File: src/rtl/bram_resp.sv
// rtl/bram_resp.sv - EBR-backed read/write responder with post-reset zero sweep.
// Optional same-cycle write-to-read forwarding: define BRAM_RESP_RAW_FWD_EN.
module bram_resp #(
  parameter int DATA_SZ = 16,
  parameter int ADDR_SZ = 8,
  parameter int DEPTH   = 1 << ADDR_SZ
) (
  input  logic               i_clk,
  input  logic               i_rst_n,
  input  logic               i_wr_en,
  input  logic [ADDR_SZ-1:0] i_waddr,
  input  logic [DATA_SZ-1:0] i_wdata,
  input  logic               i_rd_en,
  input  logic [ADDR_SZ-1:0] i_raddr,
  output logic [DATA_SZ-1:0] o_rdata,
  output logic               o_rvalid,
  output logic               o_ready,
  output logic               o_err
);

  typedef enum logic {CLEAR = 1'b0, RUN = 1'b1} state_t;

  state_t             state, state_nxt;
  logic [ADDR_SZ-1:0] cnt;
  logic               mem_we;
  logic [ADDR_SZ-1:0] mem_wa;
  logic [DATA_SZ-1:0] mem_wd;
  logic               rd_acc;
  logic               req_in_clear;
  logic [DATA_SZ-1:0] ram_q;
  logic               have_data;
  logic [DATA_SZ-1:0] mem [DEPTH];

  // State register and sweep counter
  always_ff @(posedge i_clk or negedge i_rst_n) begin
    if (!i_rst_n) begin
      state <= CLEAR;
      cnt   <= '0;
    end else begin
      state <= state_nxt;
      if (state == CLEAR)
        cnt <= cnt + 1'b1;
    end
  end

  always_comb begin
    state_nxt = state;
    case (state)
      CLEAR:   if (cnt == ADDR_SZ'(DEPTH - 1)) state_nxt = RUN;
      RUN:     state_nxt = RUN;
      default: state_nxt = CLEAR;
    endcase
  end

  always_comb begin
    o_ready      = (state == RUN);
    rd_acc       = o_ready && i_rd_en;
    req_in_clear = !o_ready && (i_wr_en || i_rd_en);
    mem_we       = 1'b0;
    mem_wa       = i_waddr;
    mem_wd       = i_wdata;
    if (state == CLEAR) begin
      mem_we = 1'b1;
      mem_wa = cnt;
      mem_wd = '0;
    end else if (i_wr_en) begin
      mem_we = 1'b1;
    end
  end

  // Unreset array and read register so the pair maps onto one EBR (read-first)
  always_ff @(posedge i_clk) begin
    if (mem_we)
      mem[mem_wa] <= mem_wd;
    if (rd_acc)
      ram_q <= mem[i_raddr];
  end

  always_ff @(posedge i_clk or negedge i_rst_n) begin
    if (!i_rst_n) begin
      o_rvalid  <= 1'b0;
      have_data <= 1'b0;
      o_err     <= 1'b0;
    end else begin
      o_rvalid <= rd_acc;
      if (rd_acc)
        have_data <= 1'b1;
      if (req_in_clear)
        o_err <= 1'b1;
    end
  end

`ifdef BRAM_RESP_RAW_FWD_EN
  logic               fwd_hit;
  logic [DATA_SZ-1:0] fwd_data;

  // Captured only on accepted reads so the held o_rdata stays consistent
  always_ff @(posedge i_clk or negedge i_rst_n) begin
    if (!i_rst_n) begin
      fwd_hit  <= 1'b0;
      fwd_data <= '0;
    end else if (rd_acc) begin
      fwd_hit  <= i_wr_en && (i_waddr == i_raddr);
      fwd_data <= i_wdata;
    end
  end

  always_comb begin
    o_rdata = '0;
    if (have_data)
      o_rdata = fwd_hit ? fwd_data : ram_q;
  end
`else
  always_comb begin
    o_rdata = '0;
    if (have_data)
      o_rdata = ram_q;
  end
`endif

endmodule

File: config.mk
export PLATFORM = sky130hd
export DESIGN_NAME = bram_resp
export DESIGN_NICKNAME = d
export VERILOG_FILES = /design/src/rtl/bram_resp.sv
export SDC_FILE = /design/constraint.sdc
export NUM_CORES = 2
export LEC_CHECK = 0
export BUFFER_PORTS_ARGS = -buffer_cell sky130_fd_sc_hd__buf_2
export CORE_UTILIZATION = 60
export CTS_CLUSTER_DIAMETER = 40
export DETAILED_ROUTE_END_ITERATION = 7
export PLACE_DENSITY_LB_ADDON = 0.05
export SYNTH_ARGS = -nofsm -noshare
export SYNTH_HDL_FRONTEND = slang
export SYNTH_SLANG_ARGS = --single-unit
File: constraint.sdc
create_clock -name i_clk -period 7.6 [get_ports i_clk]
set_clock_uncertainty 0.1 [all_clocks]
set_input_delay 1.14 -clock i_clk [delete_from_list [all_inputs] [get_ports i_clk]]
set_output_delay 1.14 -clock i_clk [all_outputs]
set_load 0.02 [all_outputs]
After elaboration in Yosys (flattened, before gate mapping)
Memories as Yosys holds them, arrays and structs flattened. A register that Yosys moved wholly into a read port is not among the register bits.
Cells that the tools add are included.
- memories: 1
- RAM bits: 4096
- logic and storage cells: 22
- bits of input ports: 36
- register bits: 12
- bits in latches: 0
- bits in read-only memories: 0
- memories (memory ; words ; width ; read ports ; clocked after memory_dff ; wr ports ; RTL line ; text):
    mem ; 256 ; 16 ; 1 ; 1 ; 1 ; 32 ; logic [DATA_SZ-1:0] mem [DEPTH];
- divide/modulo/power cells: 0
- multipliers: 0
- add/subtract/negate cells: 1
- eq/ne operators: 1
- reduce and logical (&&, ||, !) cells: 4
- order comparisons: 0
- bitwise logic cells: 1
- mux-type cells: 9
- shifts and indexed selects: 0
- operator list (kind ; number):
    $mux 16 ; 2
    $add 8x1->8 const B ; 1
    $eq 8x8->1 const B ; 1
    $mux 8 ; 1
    $mux 1 ; 5
    $logic_and 1x1->1 ; 2
    $pmux 1 s2 ; 1
    $logic_not 1->1 ; 1
    $logic_or 1x1->1 ; 1
    $not 1->1 ; 1

Depth between registers and ports, before layout
- depth after elaboration: 4
- gate-level depth with buffers: 12

Least setup slack after synthesis
Ideal clock, no wire load.
- path kind: register to register
- start: reg state, in the netlist o_ready
- end: mem mem[0][10], data pin
- slack: 2.079 ns
- cell stages (with the launch flop): 5
- clock period less this slack: 5.521 ns
- path buffers: 3
- library setup time: 0.867 ns
- arrival: 4.554 ns
- required time: 6.633 ns
- cells stage by stage: dfrtp_1 > clkbuf_1 > clkbuf_1 > clkbuf_1 > and2_1
- word-level cells in the longest chain between the ends: 1
- RTL lines (item ; RTL line ; text):
    from (decl) ; 23 ; state_t state, state_nxt;
    from (signal assigned) ; 40 ; state <= state_nxt;
    $mux 16 ; 62 ; if (state == CLEAR) begin
    net mem_wd[10] ; 27 ; logic [DATA_SZ-1:0] mem_wd;
    to (decl) ; 32 ;
The timed path passes the listed nets, and every way through them passes these cells.

==> results.cfg <==
[outcome]
status = complete, but fails checks
violations = max-capacitance violations, max-slew violations

[power_and_ir_drop]
ir_worst_vdd_uv = 260
leakagePower_nw = 55.8
powerDensity_nw_per_um2 = 279

[layout]
finish.net_count = 8052
layout-drive-gt1-share_pct = 27.2
area_delta_synth_final_pct = 15.0
stdcell_count = 12000

[detailed_routing]
post_drt_wl_per_cell_um = 34.2
drtIter0Drc = 10200
viasPerCell = 6.66
vias = 79900
drt_pass1_iterations = 6
drc = 0
routed_wl_um = 410000
ant_nets = 0

[yosys]
yosysMostFrequentCell = edfxtp_1
ys_seq_area_share_pct = 77.5
avgSynthCellArea_um2 = 21.3
netlist.area_leader.share_pct = 77.3
synthTopCellsByArea = edfxtp_1, mux4_2, mux2i_1
synth.net_count = 7518
syn_inst = 7481
synth_edf_count = 4112
synth_common_cells = edfxtp_1, mux4_2, mux2i_1, nor2_1, o221ai_1
yosysWarnings = 0
synth-main-ff-cell = edfxtp_1
ys_async_sr_fraction_pct = 0.291
syn_area_um2 = 160000
yosysTopAreaCell = edfxtp_1
ys_types = 53
ys_seq_elements = 4124

[floorplanning]
die_w_um = 518
core-area_um2 = 265000
io_pins = 55
dieArea_um2 = 268000
rows = 189
die_h_um = 518
start_util_pct = 60.3

[sta]
hold_slack_ps = 303
setup_viol = 0
fmaxAchievable_mhz = 210
slew_headroom_pct = -6.65
min_period_ps = 4770
rsz0062_at_grt = false
tightest_slew_ps = 1590
final-hold-violation-count = 0
setup_tns_ps = 0
slew_viol_final = 2
min_period_over_period_pct = 62.7

[critical_path]
cp_max_fo = 90
critical_path_class = in2reg
critPathCaptureType = flip-flop
critPathArrivalTime_ps = 5350
critPathRequiredTime_ps = 8180
crit_path_start_kind = input port

[placed_design]
io_buffer_count = 54
dp.final_hpwl_um = 232000
finalWeightedCongestion = 0.849
placedCellCount = 11000

[global_routing]
grt_pass1_vias = 79300
grt_pass1_wl_um = 581000
antenna_found_initial = 26
grt_max_degree = 216
overflow = 0
grt_use_total_pct = 30.5

[clock_tree]
clock_sinks = 4124
cts-root-buf = clkbuf_16
cts_resized = 0
cts_tree = built
worstSkewPairLatency_ps = 1010
clockBufferDepth = 4
numCtsBuffers = 532
hold_buffers = 1
cts_max_level = 6
post_cts_buffers = 0
clk_pin_slew_ps = 60

[min_path]
hp-class = in2reg

[job]
maxCapViolCount = 2
[through the flow]
step	power, mW	util (%)	instance area (um2)	setup WS (ps)
finish	51.2	69.3	184000	2830
global route	52.4	69.3	184000	2850
CTS	51.5	69.3	184000	3020
detailed placement	26.4	62.5	166000	1930
global placement	26.4	62.5	166000	1740
floorplan	26.0	-	160000	2080
[flip-flops by register name, indices dropped and copies added (netlist names)]
register and cells:
mem 4096, ram_q 16, cnt 8, have_data 1
o_err 1, o_ready 1, o_rvalid 1
[final cells by class]
cell class	count	area, um2
clock buffer	607	13800
clock inverter	354	4170
sequential	4124	124000
fill	16200	81200
antenna	12	30.0
inverter	10	47.5
multi-input combinational	2898	33600
tap	3533	4420
timing repair buffer	449	3740
[metal layers]
layer	wire [um]	vias to the layer above	track usage (%)
met5	130	-	0
met4	15100	20	10.8
met3	39100	672	6.25
met2	194000	4133	47.4
met1	162000	42100	43.7
li1	-	32900	-
[kinds of logic (layout without fill, tap and decap cells)]
kind of cell             count (synthesis)  count (layout)  synth area share (%)
AO/OA/AOI/OAI                          807             807                  3.66
XOR/XNOR                                 7               7                0.0384
adder cells (fa/ha/maj)                  1               1               0.00783
buffers and inverters                  459            1420                  1.70
flip-flops                            4124            4124                  77.5
multiplexers                          1474            1474                  15.3
other                                    0              12                     0
AND/OR/NAND/NOR                        609             609                  1.73
[placed cells by master (no fill, tap or decap), types with 49 or more instances in the layout]
| cell type | n |
|---|---|
| clkinv_2 | 64 |
| nor2_2 | 69 |
| nor3_1 | 70 |
| mux2i_1 | 598 |
| clkinvlp_4 | 56 |
| edfxtp_1 | 4112 |
| buf_2 | 49 |
| nor2_1 | 255 |
| o221ai_1 | 275 |
| bufinv_16 | 70 |
| nand2_1 | 75 |
| clkinv_1 | 61 |
| mux4_2 | 769 |
| buf_4 | 358 |
| mux2_2 | 107 |
| clkbuf_1 | 63 |
| a21oi_1 | 167 |
| clkbuf_16 | 544 |
| o22ai_1 | 167 |
[path summary, 6_finish.rpt]
kind / startpoint / end / slack (ps) / cells past startpoint
max in group asynchronous: i_rst_n / o_rvalid / 6490 / 2
worst max register to register: o_ready / mem[25][11] / 2980 / 4
worst min register to register: o_err / o_err / 390 / 1
min in group asynchronous: i_rst_n / o_err / 520 / 2
worst max-delay path: i_raddr[0] / ram_q[9] / 2830 / 7
worst min-delay path: i_rd_en / o_err / 300 / 3
[where the power goes]
| group | internal, mW | switching (mW) | total (mW) |
|---|---|---|---|
| clock | 15.6 | 9.67 | 25.3 |
| combinational | 0.473 | 0.837 | 1.31 |
| sequential | 24.6 | 0 | 24.6 |
[critical path, cell delays in order]
cell     delay, ps
buf_12         580
buf_4          560
mux4_2         580
mux4_2         500
a22o_1         320
o32ai_1       1290
nor4_2         140
No activity file was read; power rests on OpenSTA's default activity.
